==> src/rtl/fpu_pkg.sv <==
// Shared FP32 field constants, exception flag indices and the S1
// classification payload for the FP32 add/sub issue shell.
package fpu_pkg;

    localparam int unsigned FP_W     = 32;
    localparam int unsigned SIGN_BIT = 31;
    localparam int unsigned EXP_MSB  = 30;
    localparam int unsigned EXP_LSB  = 23;
    localparam int unsigned FRAC_W   = 23;
    localparam int unsigned FLAG_W   = 4;

    localparam logic [7:0] EXP_ALL1 = 8'hFF;
    localparam logic [7:0] EXP_ZERO = 8'h00;

    // out_flags bit positions: {V, O, U, D}
    localparam int unsigned FLAG_V = 3;
    localparam int unsigned FLAG_O = 2;
    localparam int unsigned FLAG_U = 1;
    localparam int unsigned FLAG_D = 0;

    localparam logic [FP_W-1:0] QNAN_DEF = 32'h7FC0_0000;

    // Per-operand classification of a raw IEEE single.
    typedef struct packed {
        logic sign;
        logic zero;
        logic denorm;
        logic inf;
        logic nan;
    } fp_class_t;

    // Classification registered in S1 alongside the operands.
    // Zero bits already include flushed denormals; sb_eff folds in the op.
    typedef struct packed {
        logic a_zero;
        logic a_inf;
        logic a_nan;
        logic b_zero;
        logic b_inf;
        logic b_nan;
        logic sa;
        logic sb_eff;
        logic den;
    } s1_cls_t;

endpackage

==> src/rtl/fpu_fp32_classify.sv <==
// Combinational IEEE single classifier.
// Ports: op    - raw operand
//        cls_c - sign / zero / denormal / infinity / NaN decode
module fpu_fp32_classify
    import fpu_pkg::*;
(
    input  logic [FP_W-1:0] op,
    output fp_class_t       cls_c
);

    logic exp_zero;
    logic exp_ones;
    logic frac_zero;

    assign exp_zero  = (op[EXP_MSB:EXP_LSB] == EXP_ZERO);
    assign exp_ones  = (op[EXP_MSB:EXP_LSB] == EXP_ALL1);
    assign frac_zero = (op[FRAC_W-1:0] == FRAC_W'(0));

    always_comb begin
        cls_c        = '0;
        cls_c.sign   = op[SIGN_BIT];
        cls_c.zero   = exp_zero && frac_zero;
        cls_c.denorm = exp_zero && !frac_zero;
        cls_c.inf    = exp_ones && frac_zero;
        cls_c.nan    = exp_ones && !frac_zero;
    end

endmodule

==> src/rtl/fpu_fp32_add_issue.sv <==
// Two-stage issue/retire shell around an external combinational FP32 add/sub
// core. S1 registers flushed operands (driving the core) plus classification;
// S2 registers the final result with special-operand overrides and flags.
// Ports: clk/reset_n     - clock, async active-low reset
//        flush           - synchronous kill of all in-flight ops
//        in_*            - op offer (valid/ready), operands, op select, tag
//        add_doSub/srca/srcb, add_dst - interface to the external core
//        out_*           - result offer (valid/ready), result, tag, {V,O,U,D}
//        clr_flags, sticky_flags - sticky exception accumulator
module fpu_fp32_add_issue
    import fpu_pkg::*;
#(
    parameter int unsigned      TAGW = 5,
    parameter logic [FP_W-1:0]  QNAN = QNAN_DEF
) (
    input  logic              clk,
    input  logic              reset_n,
    input  logic              flush,
    input  logic              in_valid,
    output logic              in_ready,
    input  logic              in_sub,
    input  logic [FP_W-1:0]   in_srca,
    input  logic [FP_W-1:0]   in_srcb,
    input  logic [TAGW-1:0]   in_tag,
    output logic              add_doSub,
    output logic [FP_W-1:0]   add_srca,
    output logic [FP_W-1:0]   add_srcb,
    input  logic [FP_W-1:0]   add_dst,
    output logic              out_valid,
    input  logic              out_ready,
    output logic [FP_W-1:0]   out_result,
    output logic [TAGW-1:0]   out_tag,
    output logic [FLAG_W-1:0] out_flags,
    input  logic              clr_flags,
    output logic [FLAG_W-1:0] sticky_flags
);

    fp_class_t         cls_a_c;
    fp_class_t         cls_b_c;
    logic [FP_W-1:0]   srca_ftz_c;
    logic [FP_W-1:0]   srcb_ftz_c;
    logic              s2_adv_c;
    logic              s1_adv_c;
    logic              accept_c;
    logic              mag_eq_c;
    logic [FP_W-1:0]   res_c;
    logic [FLAG_W-1:0] flags_c;

    logic              s1_valid;
    logic [TAGW-1:0]   s1_tag;
    s1_cls_t           s1_cls;

    fpu_fp32_classify u_cls_a (.op(in_srca), .cls_c(cls_a_c));
    fpu_fp32_classify u_cls_b (.op(in_srcb), .cls_c(cls_b_c));

    // Pipeline handshake; out_valid is the S2 valid bit.
    assign s2_adv_c = !out_valid || out_ready;
    assign s1_adv_c = s1_valid && s2_adv_c;
    assign in_ready = !flush && (!s1_valid || s2_adv_c);
    assign accept_c = in_valid && in_ready;

    // Denormals become signed zero before they reach the core.
    assign srca_ftz_c = cls_a_c.denorm ? {in_srca[SIGN_BIT], (FP_W-1)'(0)} : in_srca;
    assign srcb_ftz_c = cls_b_c.denorm ? {in_srcb[SIGN_BIT], (FP_W-1)'(0)} : in_srcb;

    // S1: operand and classification registers.
    always_ff @(posedge clk or negedge reset_n) begin
        if (!reset_n) begin
            s1_valid  <= 1'b0;
            s1_tag    <= '0;
            s1_cls    <= '0;
            add_doSub <= 1'b0;
            add_srca  <= '0;
            add_srcb  <= '0;
        end else begin
            if (flush) begin
                s1_valid <= 1'b0;
            end else if (accept_c) begin
                s1_valid <= 1'b1;
            end else if (s1_adv_c) begin
                s1_valid <= 1'b0;
            end
            if (accept_c) begin
                add_doSub     <= in_sub;
                add_srca      <= srca_ftz_c;
                add_srcb      <= srcb_ftz_c;
                s1_tag        <= in_tag;
                s1_cls.a_zero <= cls_a_c.zero || cls_a_c.denorm;
                s1_cls.a_inf  <= cls_a_c.inf;
                s1_cls.a_nan  <= cls_a_c.nan;
                s1_cls.b_zero <= cls_b_c.zero || cls_b_c.denorm;
                s1_cls.b_inf  <= cls_b_c.inf;
                s1_cls.b_nan  <= cls_b_c.nan;
                s1_cls.sa     <= cls_a_c.sign;
                s1_cls.sb_eff <= cls_b_c.sign ^ in_sub;
                s1_cls.den    <= cls_a_c.denorm || cls_b_c.denorm;
            end
        end
    end

    assign mag_eq_c = (add_srca[EXP_MSB:0] == add_srcb[EXP_MSB:0]);

    // Result select: special operands override the core, in priority order.
    always_comb begin
        res_c          = add_dst;
        flags_c        = '0;
        flags_c[FLAG_D] = s1_cls.den;
        if (s1_cls.a_nan || s1_cls.b_nan) begin
            res_c           = QNAN;
            flags_c[FLAG_V] = 1'b1;
        end else if (s1_cls.a_inf && s1_cls.b_inf && (s1_cls.sa != s1_cls.sb_eff)) begin
            res_c           = QNAN;
            flags_c[FLAG_V] = 1'b1;
        end else if (s1_cls.a_inf) begin
            res_c = {s1_cls.sa, EXP_ALL1, FRAC_W'(0)};
        end else if (s1_cls.b_inf) begin
            res_c = {s1_cls.sb_eff, EXP_ALL1, FRAC_W'(0)};
        end else if (s1_cls.a_zero && s1_cls.b_zero) begin
            res_c = {s1_cls.sa & s1_cls.sb_eff, (FP_W-1)'(0)};
        end else if (s1_cls.a_zero) begin
            res_c = {s1_cls.sb_eff, add_srcb[EXP_MSB:0]};
        end else if (s1_cls.b_zero) begin
            res_c = add_srca;
        end else begin
            if (add_dst[EXP_MSB:EXP_LSB] == EXP_ALL1) begin
                flags_c[FLAG_O] = 1'b1;
            end
            // A zero core result is either exact cancellation (+0) or underflow.
            if (add_dst[EXP_MSB:0] == (FP_W-1)'(0)) begin
                if (mag_eq_c && (s1_cls.sa != s1_cls.sb_eff)) begin
                    res_c = '0;
                end else begin
                    flags_c[FLAG_U] = 1'b1;
                end
            end
        end
    end

    // S2: result registers, held while the consumer stalls.
    always_ff @(posedge clk or negedge reset_n) begin
        if (!reset_n) begin
            out_valid  <= 1'b0;
            out_result <= '0;
            out_tag    <= '0;
            out_flags  <= '0;
        end else begin
            if (flush) begin
                out_valid <= 1'b0;
            end else if (s2_adv_c) begin
                out_valid <= s1_valid;
            end
            if (s1_adv_c) begin
                out_result <= res_c;
                out_tag    <= s1_tag;
                out_flags  <= flags_c;
            end
        end
    end

    // Sticky flags accumulate on retire; a clear wins over a same-cycle retire.
    always_ff @(posedge clk or negedge reset_n) begin
        if (!reset_n) begin
            sticky_flags <= '0;
        end else if (clr_flags) begin
            sticky_flags <= '0;
        end else if (out_valid && out_ready) begin
            sticky_flags <= sticky_flags | out_flags;
        end
    end

endmodule

==> config.mk <==
export PLATFORM = sky130hd
export DESIGN_NAME = fpu_fp32_add_issue
export DESIGN_NICKNAME = d
export VERILOG_FILES = /design/src/rtl/fpu_pkg.sv /design/src/rtl/fpu_fp32_classify.sv /design/src/rtl/fpu_fp32_add_issue.sv
export SDC_FILE = /design/constraint.sdc
export NUM_CORES = 1
export LEC_CHECK = 0
export CORE_AREA = 3 3 98 138
export DETAILED_ROUTE_END_ITERATION = 8
export DIE_AREA = 0 0 101 141
export PLACE_DENSITY = 0.84
export SLEW_MARGIN = 20
export SYNTH_ARGS = -nofsm -noshare
export SYNTH_HDL_FRONTEND = slang
export SYNTH_SLANG_ARGS = --single-unit
==> constraint.sdc <==
create_clock -name clk -period 3.3 [get_ports clk]
set_clock_uncertainty 0.2 [all_clocks]
set_input_delay 0.825 -clock clk [delete_from_list [all_inputs] [get_ports clk]]
set_output_delay 0.825 -clock clk [all_outputs]
set_load 0.1 [all_outputs]
==> impl_metrics.env <==
export IMPL_root_buffer="clkbuf_16"
export IMPL_io_pins=220
export IMPL_synth_compound_area_share_pct=17.1
export IMPL_first_pass_iters=7
export IMPL_hp_class="in2async"
export IMPL_h_tree_depth=4
export IMPL_die_area_sq_um=14200
export IMPL_max_vdd_ir_drop_v=0.000439
export IMPL_synthMuxAreaShare_pct=6.74
export IMPL_place_hpwl_um=15900
export IMPL_ys_warnings_count=0
export IMPL_synth_fa_ha_area_share_pct=0.212
export IMPL_viasPerCell=6.02
export IMPL_cts_repair_resized=0
export IMPL_final_nets=888
export IMPL_track_usage_pct=29.6
export IMPL_cts_sinks=125
export IMPL_gp_congestion=0.928
export IMPL_setup_viol=0
export IMPL_power_density_nw_per_um2=738
export IMPL_cts_buffers=17
export IMPL_period_minus_slack_ns=2.90
export IMPL_grt_start_max_net_pins=59
export IMPL_ys_seq_area_share_pct=53.0
export IMPL_synthSimpleGateAreaFrac_pct=14.8
export IMPL_rsz0062_at_grt="no"
export IMPL_synth_top_family_by_area="compound AO/OA/AOI/OAI gates"
export IMPL_ys_types=43
export IMPL_grt_pass1_vias=5919
export IMPL_initial_core_util_pct=47.7
export IMPL_post_route_period_util_pct=88.0
export IMPL_worstMarginPinSlew_ns=1.00
export IMPL_power_leakage_nw=3.88
export IMPL_arrival_ns=1.88
export IMPL_antenna_found_initial=1
export IMPL_drt_iter0_drc=304
export IMPL_fp_dieH_um=141
export IMPL_timing_critical_path_cells="clkdlybuf4s50_1 > nor2b_1 > a21oi_2 > buf_12"
export IMPL_critPathCaptureType="output pin"
export IMPL_status="completed"
export IMPL_syn_nets=668
export IMPL_grt_overflow_total=0
export IMPL_wire_per_inst_um=22.2
export IMPL_synth_edf_count=0
export IMPL_clk_latency_ns=0.42
export IMPL_synth_xor_area_share_pct=4.75
export IMPL_grt_pass1_wl_um=32100
export IMPL_crit_slowest_cell="clkdlybuf4s50_1"
export IMPL_fillers=937
export IMPL_synth_top_area_share_pct=53.0
export IMPL_path_delay_family="buffers and inverters"
export IMPL_synth_area_leaders="dfrtp_1 53%, a22o_1 11%, nand2_1 7.2%"
export IMPL_clkTransAtPathRegs_ns=0.06
export IMPL_drtAntennaViolNets=0
export IMPL_core_area_sq_um=12400
export IMPL_final_layout_size_suffix_gt1_share_pct=23.1
export IMPL_vias=5669
export IMPL_slew_violations=0
export IMPL_port_buffers=219
export IMPL_drv_cap=0
export IMPL_post_cts_buffers=0
export IMPL_die_width_um=101
export IMPL_rows=48
export IMPL_clockBufferDepth=2
export IMPL_holdBufCountCts=0
export IMPL_fin_tns_setup_ns=0
export IMPL_maxSlewHeadroom_pct=33.2
export IMPL_crit_type="in2out"
export IMPL_hold_ws_ns=0.146
export IMPL_fmax_mhz=344
export IMPL_synthCells=559
export IMPL_drcViolationCount=0
export IMPL_critPathMaxStageDelay_ns=0.56
export IMPL_ys_ff_latch=125
export IMPL_cp_max_fo=6
export IMPL_hold_viol_final=0
export IMPL_drt_total_wl_um=20900
export IMPL_required_ns=2.27
export IMPL_ys_flop_type="dfrtp_1"
export IMPL_async_flop_share_pct=100
export IMPL_cts_tree="done"
export IMPL_yosysTopAreaCell="dfrtp_1"
export IMPL_area_growth_pct=45.1
export IMPL_startpoint_type="input port"
export IMPL_syn_area_sq_um=5900
export IMPL_cp_num_buf_inv=2
export IMPL_synth_area_per_cell_sq_um=10.6
## synthesized netlist by cell type (2+ instances only)
cell      number
a21oi_1        6
a221oi_1       8
a22o_1        72
a31oi_1        4
and3_1         2
buf_1          2
buf_2         19
buf_4          4
buf_6          2
clkbuf_1       8
dfrtp_1      125
inv_1          4
mux2_2        14
mux2i_1       24
nand2_1      113
nand4_1       18
nor2_1        17
nor3_1         6
nor4_1        23
o21ai_0       34
o41ai_1        2
xnor2_1       31
## power by group
group	internal (W)	switching (W)	leakage, nW
clock network	0.00109	0.000677	0.263
registers	0.00175	0.000259	1.57
logic	0.000651	0.00191	2.05
total	0.00348	0.00284	3.88
## cells by family (layout without fill, tap and decap cells)
| group | Yosys count | count (layout) |
|---|---|---|
| AND/OR/NAND/NOR | 189 | 189 |
| AO/OA/AOI/OAI | 134 | 134 |
| flip-flops | 125 | 125 |
| buffers and inverters | 40 | 272 |
| multiplexers | 38 | 38 |
| XOR/XNOR | 32 | 32 |
| adder cells (fa/ha/maj) | 1 | 1 |
| other | 0 | 1 |
## worst paths after layout
| kind | startpoint | to | slack (ns) | cells after the start |
|---|---|---|---|---|
| worst max register to register | s1_cls[7]$_DFFE_PN0P_ | out_flags[1]$_DFFE_PN0P_ | 1.03 | 4 |
| worst min-delay path | reset_n | out_result[17]$_DFFE_PN0P_ | 0.15 | 1 |
| worst min register to register | s1_tag[0]$_DFFE_PN0P_ | s1_tag[0]$_DFFE_PN0P_ | 0.27 | 2 |
| worst max-delay path | out_ready | in_ready | 0.40 | 4 |
| max in group asynchronous | reset_n | out_tag[2]$_DFFE_PN0P_ | 1.88 | 2 |
| min in group clk | s1_tag[0]$_DFFE_PN0P_ | s1_tag[0]$_DFFE_PN0P_ | 0.27 | 2 |
## metrics by stage
step | total power [W] | worst slack, ns | instance area, sq um | utilization [%] | cells
detailed placement | 0.00458 | 0.171 | 8000 | 64.7 | 910
global route | 0.00651 | 0.331 | 8570 | 69.3 | 942
floorplan | 0.00384 | 0.324 | 5910 | - | 559
CTS | 0.00634 | 0.397 | 8570 | 69.2 | 941
global placement | 0.00455 | 0.154 | 8000 | 64.7 | 910
finish | 0.00633 | 0.396 | 8570 | 69.3 | 942
## registers in the layout (all words and copies together) (netlist names), 4 cells and up
name / cells
sticky_flags: 4
out_tag: 5
out_result: 32
s1_cls: 7
add_srcb: 32
s1_tag: 5
out_flags: 4
add_srca: 32
## placed cells by master (no fill, tap or decap), types with 8 or more instances in the layout
cell	instances
buf_4	126
dfrtp_1	124
nand2_1	113
clkdlybuf4s50_1	106
a22o_1	72
o21ai_0	34
xnor2_1	31
mux2i_1	24
nor4_1	23
nand4_1	18
clkbuf_16	17
nor2_1	16
mux2_2	14
a221oi_1	8
## layer usage
metal	track usage, %	up-vias	part of all wire (%)
li1	-	2491	-
met4	17.6	0	5.7
met2	49.9	352	51
met1	34.1	2744	35
met3	5.99	82	8.0
met5	0	-	0
## cell type report
cell class | count | area (sq um) | share of cell area, %
sequential | 125 | 3130 | 36.5
multi-input combinational | 394 | 2580 | 30.1
timing repair buffer | 236 | 2090 | 24.4
clock buffer | 21 | 470 | 5.49
tap | 150 | 188 | 2.19
clock inverter | 10 | 91.3 | 1.07
inverter | 5 | 18.8 | 0.219
antenna | 1 | 2.50 | 0.0292
No activity file was read; power rests on OpenSTA's default activity.
